## config.mk

```make
export PLATFORM = sky130hd
export DESIGN_NAME = voice_mixer
export DESIGN_NICKNAME = d
export VERILOG_FILES = /design/src/rtl/voice_mixer_pkg.sv /design/src/rtl/voice_mixer_sat_round.sv /design/src/rtl/voice_mixer.sv
export SDC_FILE = /design/constraint.sdc
export NUM_CORES = 1
export LEC_CHECK = 0
export ABC_AREA = 1
export CORE_ASPECT_RATIO = 1.4
export CORE_MARGIN = 8
export CORE_UTILIZATION = 60
export CTS_CLUSTER_SIZE = 28
export DETAILED_ROUTE_END_ITERATION = 12
export PLACE_DENSITY_LB_ADDON = 0.2
export SETUP_SLACK_MARGIN = 0.3
export SYNTH_ARGS = -nofsm -noshare
export SYNTH_HDL_FRONTEND = slang
export SYNTH_SLANG_ARGS = --single-unit
```

## constraint.sdc

```tcl
create_clock -name clk -period 12.9 [get_ports clk]
set_input_delay 3.225 -clock clk [delete_from_list [all_inputs] [get_ports clk]]
set_output_delay 3.225 -clock clk [all_outputs]
set_load 0.05 [all_outputs]
```

## src/rtl/voice_mixer_pkg.sv

```systemverilog
// rtl/voice_mixer_pkg.sv - shared defaults, FSM encoding, gain shift and clog2 for the voice mixer
package voice_mixer_pkg;

    localparam int BITDEPTH_DEFAULT = 14;
    localparam int NVOICES_DEFAULT  = 4;

    // volume is a fixed-point gain with 7 fractional bits: 128 means unity
    localparam int GAIN_SHIFT = 7;

    typedef enum logic [1:0] {
        ST_IDLE   = 2'd0,
        ST_ACCUM  = 2'd1,
        ST_OUTPUT = 2'd2
    } state_t;

    // ceil(log2(value)); returns 0 for value <= 1
    function automatic int clog2(input int value);
        int result;
        int v;
        result = 0;
        v      = value - 1;
        while (v > 0) begin
            result = result + 1;
            v      = v >> 1;
        end
        return result;
    endfunction

endpackage

```

## src/rtl/voice_mixer_sat_round.sv

```systemverilog
// rtl/voice_mixer_sat_round.sv - gain shift, saturation and offset-binary conversion of the mix sum
//
// Purely combinational.
//   i_acc     signed accumulated sum of (sample x volume) products
//   o_sample  offset-binary sample for the DAC
//   o_clip    the shifted sum fell outside the signed BITDEPTH range
module sat_round
    import voice_mixer_pkg::*;
#(
    parameter int BITDEPTH = BITDEPTH_DEFAULT,
    parameter int ACCW     = BITDEPTH + 8
) (
    input  logic signed [ACCW-1:0]     i_acc,
    output logic        [BITDEPTH-1:0] o_sample,
    output logic                       o_clip
);

    localparam logic signed [ACCW-1:0] MAX_VAL = {{(ACCW-BITDEPTH+1){1'b0}}, {(BITDEPTH-1){1'b1}}};
    localparam logic signed [ACCW-1:0] MIN_VAL = {{(ACCW-BITDEPTH+1){1'b1}}, {(BITDEPTH-1){1'b0}}};

    logic signed [ACCW-1:0]     w_shifted;
    logic        [BITDEPTH-1:0] w_sat;

    // arithmetic shift rounds toward minus infinity (floor)
    assign w_shifted = i_acc >>> GAIN_SHIFT;

    always_comb begin
        o_clip = 1'b0;
        w_sat  = w_shifted[BITDEPTH-1:0];
        if (w_shifted > MAX_VAL) begin
            w_sat  = {1'b0, {(BITDEPTH-1){1'b1}}};
            o_clip = 1'b1;
        end else if (w_shifted < MIN_VAL) begin
            w_sat  = {1'b1, {(BITDEPTH-1){1'b0}}};
            o_clip = 1'b1;
        end
    end

    // two's complement to offset-binary: flip the sign bit
    assign o_sample = {~w_sat[BITDEPTH-1], w_sat[BITDEPTH-2:0]};

endmodule

```

## src/rtl/voice_mixer.sv

```systemverilog
// rtl/voice_mixer.sv - sequential per-voice gain mixer producing one offset-binary DAC sample per sample_clock edge
//
// Ports:
//   clk, resetn    system clock, synchronous active-low reset
//   sample_clock   sample-rate strobe, rising edge starts a mix
//   voice_in       NVOICES signed BITDEPTH-bit samples, voice i at [i*BITDEPTH +: BITDEPTH]
//   volume         NVOICES unsigned 8-bit gains, voice i at [i*8 +: 8], 128 = unity
//   out            mixed sample, offset-binary, held between updates
//   out_valid      one-clk pulse when out updates
//   clip           that sample saturated; held until the next out_valid
//   overrun        sticky; an edge arrived while a mix was in progress
module voice_mixer
    import voice_mixer_pkg::*;
#(
    parameter int BITDEPTH = BITDEPTH_DEFAULT,
    parameter int NVOICES  = NVOICES_DEFAULT
) (
    input  logic                          clk,
    input  logic                          resetn,
    input  logic                          sample_clock,
    input  logic [NVOICES*BITDEPTH-1:0]   voice_in,
    input  logic [NVOICES*8-1:0]          volume,
    output logic [BITDEPTH-1:0]           out,
    output logic                          out_valid,
    output logic                          clip,
    output logic                          overrun
);

    localparam int CNTW = (NVOICES > 1) ? clog2(NVOICES) : 1;
    // full-precision sum: BITDEPTH x 8-bit magnitude, plus growth for NVOICES terms
    localparam int ACCW = BITDEPTH + 8 + clog2(NVOICES);

    state_t r_state;
    state_t w_next;

    logic                       r_sc_q;
    logic        [CNTW-1:0]     r_cnt;
    logic signed [ACCW-1:0]     r_acc;
    logic signed [BITDEPTH-1:0] r_voice [NVOICES];
    logic        [7:0]          r_vol   [NVOICES];
    logic        [BITDEPTH-1:0] r_out;
    logic                       r_valid;
    logic                       r_clip;
    logic                       r_overrun;

    logic                       w_edge;
    logic                       w_last;
    logic signed [ACCW-1:0]     w_prod;
    logic        [BITDEPTH-1:0] w_sat_sample;
    logic                       w_sat_clip;

    assign w_edge = sample_clock & ~r_sc_q;
    assign w_last = (r_cnt == CNTW'(NVOICES - 1));

    // volume is zero-extended so it multiplies as a non-negative signed value
    assign w_prod = ACCW'(r_voice[r_cnt]) * ACCW'($signed({1'b0, r_vol[r_cnt]}));

    always_ff @(posedge clk) begin
        if (!resetn) begin
            r_state <= ST_IDLE;
        end else begin
            r_state <= w_next;
        end
    end

    always_comb begin
        w_next = r_state;
        case (r_state)
            ST_IDLE:   if (w_edge) w_next = ST_ACCUM;
            ST_ACCUM:  if (w_last) w_next = ST_OUTPUT;
            ST_OUTPUT: w_next = ST_IDLE;
            default:   w_next = ST_IDLE;
        endcase
    end

    always_ff @(posedge clk) begin
        if (!resetn) begin
            // sc_q resets high so a strobe already high at release is not an edge
            r_sc_q    <= 1'b1;
            r_cnt     <= '0;
            r_acc     <= '0;
            r_out     <= {1'b1, {(BITDEPTH-1){1'b0}}};
            r_valid   <= 1'b0;
            r_clip    <= 1'b0;
            r_overrun <= 1'b0;
            for (int i = 0; i < NVOICES; i++) begin
                r_voice[i] <= '0;
                r_vol[i]   <= '0;
            end
        end else begin
            r_sc_q  <= sample_clock;
            r_valid <= 1'b0;

            // edges outside IDLE (including the OUTPUT->IDLE cycle) are dropped
            if (w_edge && (r_state != ST_IDLE)) begin
                r_overrun <= 1'b1;
            end

            case (r_state)
                ST_IDLE: begin
                    if (w_edge) begin
                        r_acc <= '0;
                        r_cnt <= '0;
                        for (int i = 0; i < NVOICES; i++) begin
                            r_voice[i] <= voice_in[i*BITDEPTH +: BITDEPTH];
                            r_vol[i]   <= volume[i*8 +: 8];
                        end
                    end
                end
                ST_ACCUM: begin
                    r_acc <= r_acc + w_prod;
                    r_cnt <= r_cnt + CNTW'(1);
                end
                ST_OUTPUT: begin
                    r_out   <= w_sat_sample;
                    r_clip  <= w_sat_clip;
                    r_valid <= 1'b1;
                end
                default: ;
            endcase
        end
    end

    sat_round #(
        .BITDEPTH (BITDEPTH),
        .ACCW     (ACCW)
    ) u_sat_round (
        .i_acc    (r_acc),
        .o_sample (w_sat_sample),
        .o_clip   (w_sat_clip)
    );

    assign out       = r_out;
    assign out_valid = r_valid;
    assign clip      = r_clip;
    assign overrun   = r_overrun;

endmodule

```

== Word-level counts from Yosys, hierarchy flattened ==
Memory sizes are Yosys's and may differ from the RTL's. A register that Yosys moved wholly into a read port is not among the register bits.
Index checks and enable logic that the tools add are counted.

* Memories kept: 2
* Register bits after elaboration: 46
* Word-level logic and storage cells: 66
* Memory bits (writable): 88

* Eq/ne operators: 5
* $mul: 1
* Order comparisons: 2
* $add $sub $neg: 2
* Bitwise operators: 11
* Mux-type cells: 29
* Reduce and logical (&&, ||, !) cells: 6

{| class="wikitable"
|+ Memory list
! memory !! words !! bits a word !! rd ports !! clocked after Yosys merged registers in !! write ports !! RTL line !! source
|-
| r_voice || 4 || 14 || 1 || 1 || 4 || voice_mixer.sv:39 || <nowiki>logic signed [BITDEPTH-1:0] r_voice [NVOICES];</nowiki>
|-
| r_vol || 4 || 8 || 1 || 1 || 4 || voice_mixer.sv:40 || <nowiki>logic [7:0] r_vol [NVOICES];</nowiki>
|}

{| class="wikitable"
|+ Operator list
! operator !! number
|-
| two-way mux 14 bit || 6
|-
| case mux 24 bit (2 select lines) || 1
|-
| two-way mux 8 bit || 4
|-
| adder 24 x 23 -> 24 bit || 1
|-
| two-way mux 24 bit || 1
|-
| multiplier 14 x 9 -> 23 bit || 1
|-
| > comparator 17 x 14 -> 1 bit (second input constant) || 1
|-
| less-than comparator 17 x 14 -> 1 bit (second input constant) || 1
|-
| two-way mux 2 bit || 7
|-
| two-way mux 1 bit || 8
|-
| OR 1 bit || 8
|-
| case mux 2 bit (2 select lines) || 2
|-
| == test 2 bit (second input constant) || 2
|-
| inequality test 2 bit (second input constant) || 2
|-
| AND reduction 2 bit || 2
|-
| nonzero test 2 bit || 2
|-
| adder 2 x 1 -> 2 bit (second input constant) || 1
|-
| == test 2 x 1 -> 1 bit (second input constant) || 1
|-
| zero test 2 bit || 1
|-
| inverter 1 bit || 2
|-
| bitwise AND 1 bit || 1
|-
| logical AND 1 bit || 1
|}

== Longest topological paths before layout ==
* Depth in word-level cells: 7
* Depth in mapped cells: 29
* Gate-level depth less buffers: 26

== Cells and area by module ==
Synthesis repeated with hierarchy kept, for this count alone.

* Cell total of the unflattened synthesis: 1,430
* Area, all modules: 11,392.2 um2

{| class="wikitable"
|+ Modules (own cells, without submodules)
! module !! sequential area each (um2) !! area each (um2) !! instances !! cells each
|-
| voice_mixer || 3,603.5 || 11,235.8 || 1 || 1,394
|-
| sat_round || 0.0 || 156.4 || 1 || 36
|}

== Least setup slack after synthesis ==
No wires, ideal clock.

* Path type: input to register
* Start: input port sample_clock
* End: memory r_voice[0][0] (netlist name), enable pin
* Cell stages on the path: 4
* Data required time: 12,451 ps
* Arrival: 5,318 ps
* Path buffers: 0
* Path slack: 7,133 ps
* Cells stage by stage: inv_1 nor2_1 nand2_1 nand2_1

{| class="wikitable"
|+ RTL lines
! what !! RTL line !! source
|-
| start: declaration || voice_mixer.sv:20 || <nowiki>input logic sample_clock,</nowiki>
|-
| end: declaration || voice_mixer.sv:39 ||
|}

==> flow_metrics.py <==
metrics = {
    "clock_network": {
        "clkLatencyLatePin_ps": 430,
        "clock_path_buffers": 2,
        "htreeDepth": 4,
        "cts_setup_buffers": 0,
        "cts_hold_buf": 0,
        "path_clk_slew_ps": 60,
        "clockRootBuffer": "clkbuf_16",
        "cts_inserted_buffers": 17,
        "post_cts_resized": 0,
        "cts_tree": "done",
        "clock-sinks": 136,
    },
    "finish": {
        "n_fill_cell": 1441,
        "area_growth_pct": 15.8,
        "multi_input_area_sq_mm": 0.00600,
        "n_antenna_cell": 0,
        "register_area_sq_mm": 0.00360,
        "fin_nets": 1732,
        "drive_gt1_share_pct": 4.98,
    },
    "pwr": {
        "power_density_mw_per_mm2": 148,
        "p_leak_nw": 6.54,
        "ir_drop_mv": 0.0868,
    },
    "timing": {
        "rsz0062_at_grt": "false",
        "fin_setup_tns_ps": 0,
        "post-route-min-period_ps": 6860,
        "fin_ws_ps": 6040,
        "slew_headroom_pct": 29.6,
        "hold_viol_final": 0,
        "skew_ps": 10.4,
        "tightest_slew_ps": 1050,
        "period_share_pct": 53.2,
        "slew_violations": 0,
        "setup_viol": 0,
        "fmax_mhz": 146,
    },
    "floorplanning": {
        "core_sq_mm": 0.0185,
        "die-width_um": 132,
        "core.rowCount": 59,
        "ioPinCount": 108,
        "dieHeight_um": 178,
        "die-area_sq_mm": 0.0234,
        "initial_core_util_pct": 60.7,
    },
    "setup_path": {
        "required_ps": 13220,
        "path_class": "reg -> reg",
        "r2r_end": "r_acc[23]",
        "critPathLaunchType": "register",
        "path_max_fanout": 42,
        "reg2reg_slack_ps": 6040,
        "critPathArrivalTime_ps": 7180,
        "r2r_cells": 26,
        "crit_path_end_kind": "register",
    },
    "synth": {
        "synthArstFlopShare_pct": 0,
        "synthCells": 1381,
        "synth_compound_gate_area_share_pct": 7.79,
        "synth_edf_count": 88,
        "yosys.area_share.simple_pct": 19.7,
        "ys_types": 37,
        "synth_top_family_by_area": "adder cells",
        "synth_area_per_cell_sq_um": 8.12,
        "yosys_register_bits": 136,
        "syn-num-nets": 1638,
        "synth_xor_xnor_area_share_pct": 0,
        "ys_warn_count": 0,
        "ys_seq_area_share_pct": 32.1,
        "synthMuxAreaShare_pct": 0,
        "syn_area_sq_mm": 0.0112,
        "synthFlopType": "edfxtp_1",
        "synth_adder_area_share_pct": 26.0,
    },
    "global_route": {
        "grt_max_degree": 90,
        "antenna_found_initial": 0,
        "globalRouteOverflowTotal": 0,
        "grtUsageMet3_pct": 3.99,
        "grt_use_total_pct": 22.7,
        "met2_usage_pct": 41.9,
        "grt_pass1_wl_um": 42500,
        "grt_pass1_vias": 9395,
        "met1_usage_pct": 23.8,
        "grt_busiest_layer": "met2",
    },
    "routing": {
        "wl_um": 25200,
        "routed-via-count": 8782,
        "drtIter0Drc": 546,
        "avgViaCountPerCell": 5.07,
        "drc": 0,
        "drt-wirelength-per-cell_um": 14.6,
        "first_pass_iters": 6,
        "drtAntennaViolNets": 0,
    },
    "hold_path": {
        "min_path_cells": 2,
        "hp-start": "out[6]",
        "worstHoldEndpoint": "out[6]",
        "holdCritPathClass": "reg -> reg",
    },
    "place": {
        "io_buffers": 107,
        "hpwl_um": 19900,
        "place_congestion": 0.966,
        "pre_cts_ws_ps": 6120,
    },
    "run": {
        "max_cap_violations": 0,
    },
    "status": {
        "status": "completed",
    },
}
==> worst max-delay path, stage by stage, from the launching register on <==
cell and delay [ps]:
dfxtp_1 330, inv_2 650, a21oi_1 80, a32oi_1 780
inv_1 280, nor2_2 210, inv_1 110, fa_1 700
inv_1 120, fa_1 580, inv_1 120, fa_1 510
inv_1 50, fa_1 470, inv_1 50, fa_1 470
inv_1 40, ha_1 370, nand2_1 110, nor2_1 150
nand2_1 90, nor2_1 110, nand2_1 80, nand3_1 100
nand2_1 50, nand3_1 70, nand2_1 50
==> metrics by stage <==
stage | instances | hold slack, ps | power [mW] | area [sq um] | util, %
2_1_floorplan | 1381 | 439 | 1.21 | 11200 | -
3_3_place_gp | 1700 | 451 | 1.39 | 12400 | 67.1
3_5_place_dp | 1700 | 455 | 1.42 | 12400 | 67.1
4_1_cts | 1731 | 464 | 1.93 | 13000 | 70.3
5_1_grt | 1731 | 491 | 2.08 | 13000 | 70.3
6_report | 1731 | 463 | 1.92 | 13000 | 70.3
==> power by group <==
part	total (mW)	internal (mW)	leakage, nW	switching, mW
sequential	0.507	0.492	1.31	0.0146
combinational	0.914	0.329	4.94	0.585
clock	0.500	0.304	0.290	0.196
==> registers in the layout (all words and copies together), names as in the netlist, named ones only <==
name / cells
r_vol: 32
out: 14
r_voice: 56
r_cnt: 2
clip: 1
r_state: 2
overrun: 1
r_acc: 24
out_valid: 1
r_sc_q: 1
==> cell usage in the layout, fill, tap and decap left out, types with 3 or more instances in the layout <==
| cell | n |
|---|---|
| clkbuf_16 | 17 |
| nand4_1 | 4 |
| dfxtp_1 | 48 |
| nor2_1 | 183 |
| inv_1 | 356 |
| nand3_1 | 33 |
| nand3b_1 | 5 |
| inv_6 | 5 |
| a32oi_2 | 14 |
| buf_4 | 3 |
| clkinv_4 | 3 |
| nand2_1 | 313 |
| edfxtp_1 | 88 |
| o21ai_0 | 27 |
| nor3_1 | 4 |
| a21oi_1 | 58 |
| ha_1 | 55 |
| a22o_1 | 3 |
| fa_1 | 111 |
| inv_2 | 11 |
| clkdlybuf4s50_1 | 107 |
| a32oi_1 | 4 |
| o21ai_1 | 4 |
| bufinv_16 | 3 |
| o21bai_1 | 3 |
| nor2_4 | 3 |
==> layout make-up <==
class                      count  area share [%]
timing repair buffer         110            8.42
clock buffer                  17            3.28
tap                          244            2.35
sequential                   136            27.8
multi-input combinational    842            46.2
inverter                     368            10.7
clock inverter                14            1.32
==> Yosys cell counts (2+ instances only) <==
cell      count  area share (%)
nand3_1      33             1.5
dfxtp_1      48             8.6
nor2_1      183             6.1
buf_6         6            0.60
o21ai_2       2            0.16
o21bai_1      3            0.20
nor3_1        4            0.18
a22o_1        3            0.23
a32oi_4       2            0.49
a21oi_1      58             2.6
or2_2         2            0.11
nor2_2        2            0.11
nand3b_1      5            0.33
inv_2        11            0.37
nand4_1       4            0.22
nor2_4        3            0.30
inv_1       356              12
a32oi_1       4            0.31
ha_1         55             6.1
buf_2        16            0.71
o21ai_1       4            0.18
buf_4         9            0.60
nand2_2       2            0.11
a32oi_2      14             2.0
fa_1        111              20
edfxtp_1     88              24
clkbuf_1      3            0.10
o21ai_0      27             1.2
o22ai_1       2            0.11
nand2_1     314              11
==> routing by layer <==
| metal | vias up | share of wire (%) |
|---|---|---|
| met1 | 4118 | 39 |
| met2 | 262 | 52 |
| li1 | 4329 | - |
| met4 | 0 | 4.5 |
| met3 | 73 | 4.3 |
| met5 | - | 0 |
==> worst max path at each step <==
stage	slack (ps)	to	cells after the start
after detailed placement	6120	r_acc[23]	26
after CTS	6050	r_acc[23]	26
after global routing	5580	r_acc[23]	26
after global placement	6350	r_acc[23]	26
final	6040	r_acc[23]	26
after floorplan	7130	r_voice[0][0]	4
==> cell families after synthesis <==
group | count (synthesis)
adders and majority gates | 166
AOI/OAI and AO/OA | 123
and+or+nand+nor | 553
buffers and inverters | 403
DFF | 136
Note: power is estimated with default switching activity, not from simulation.
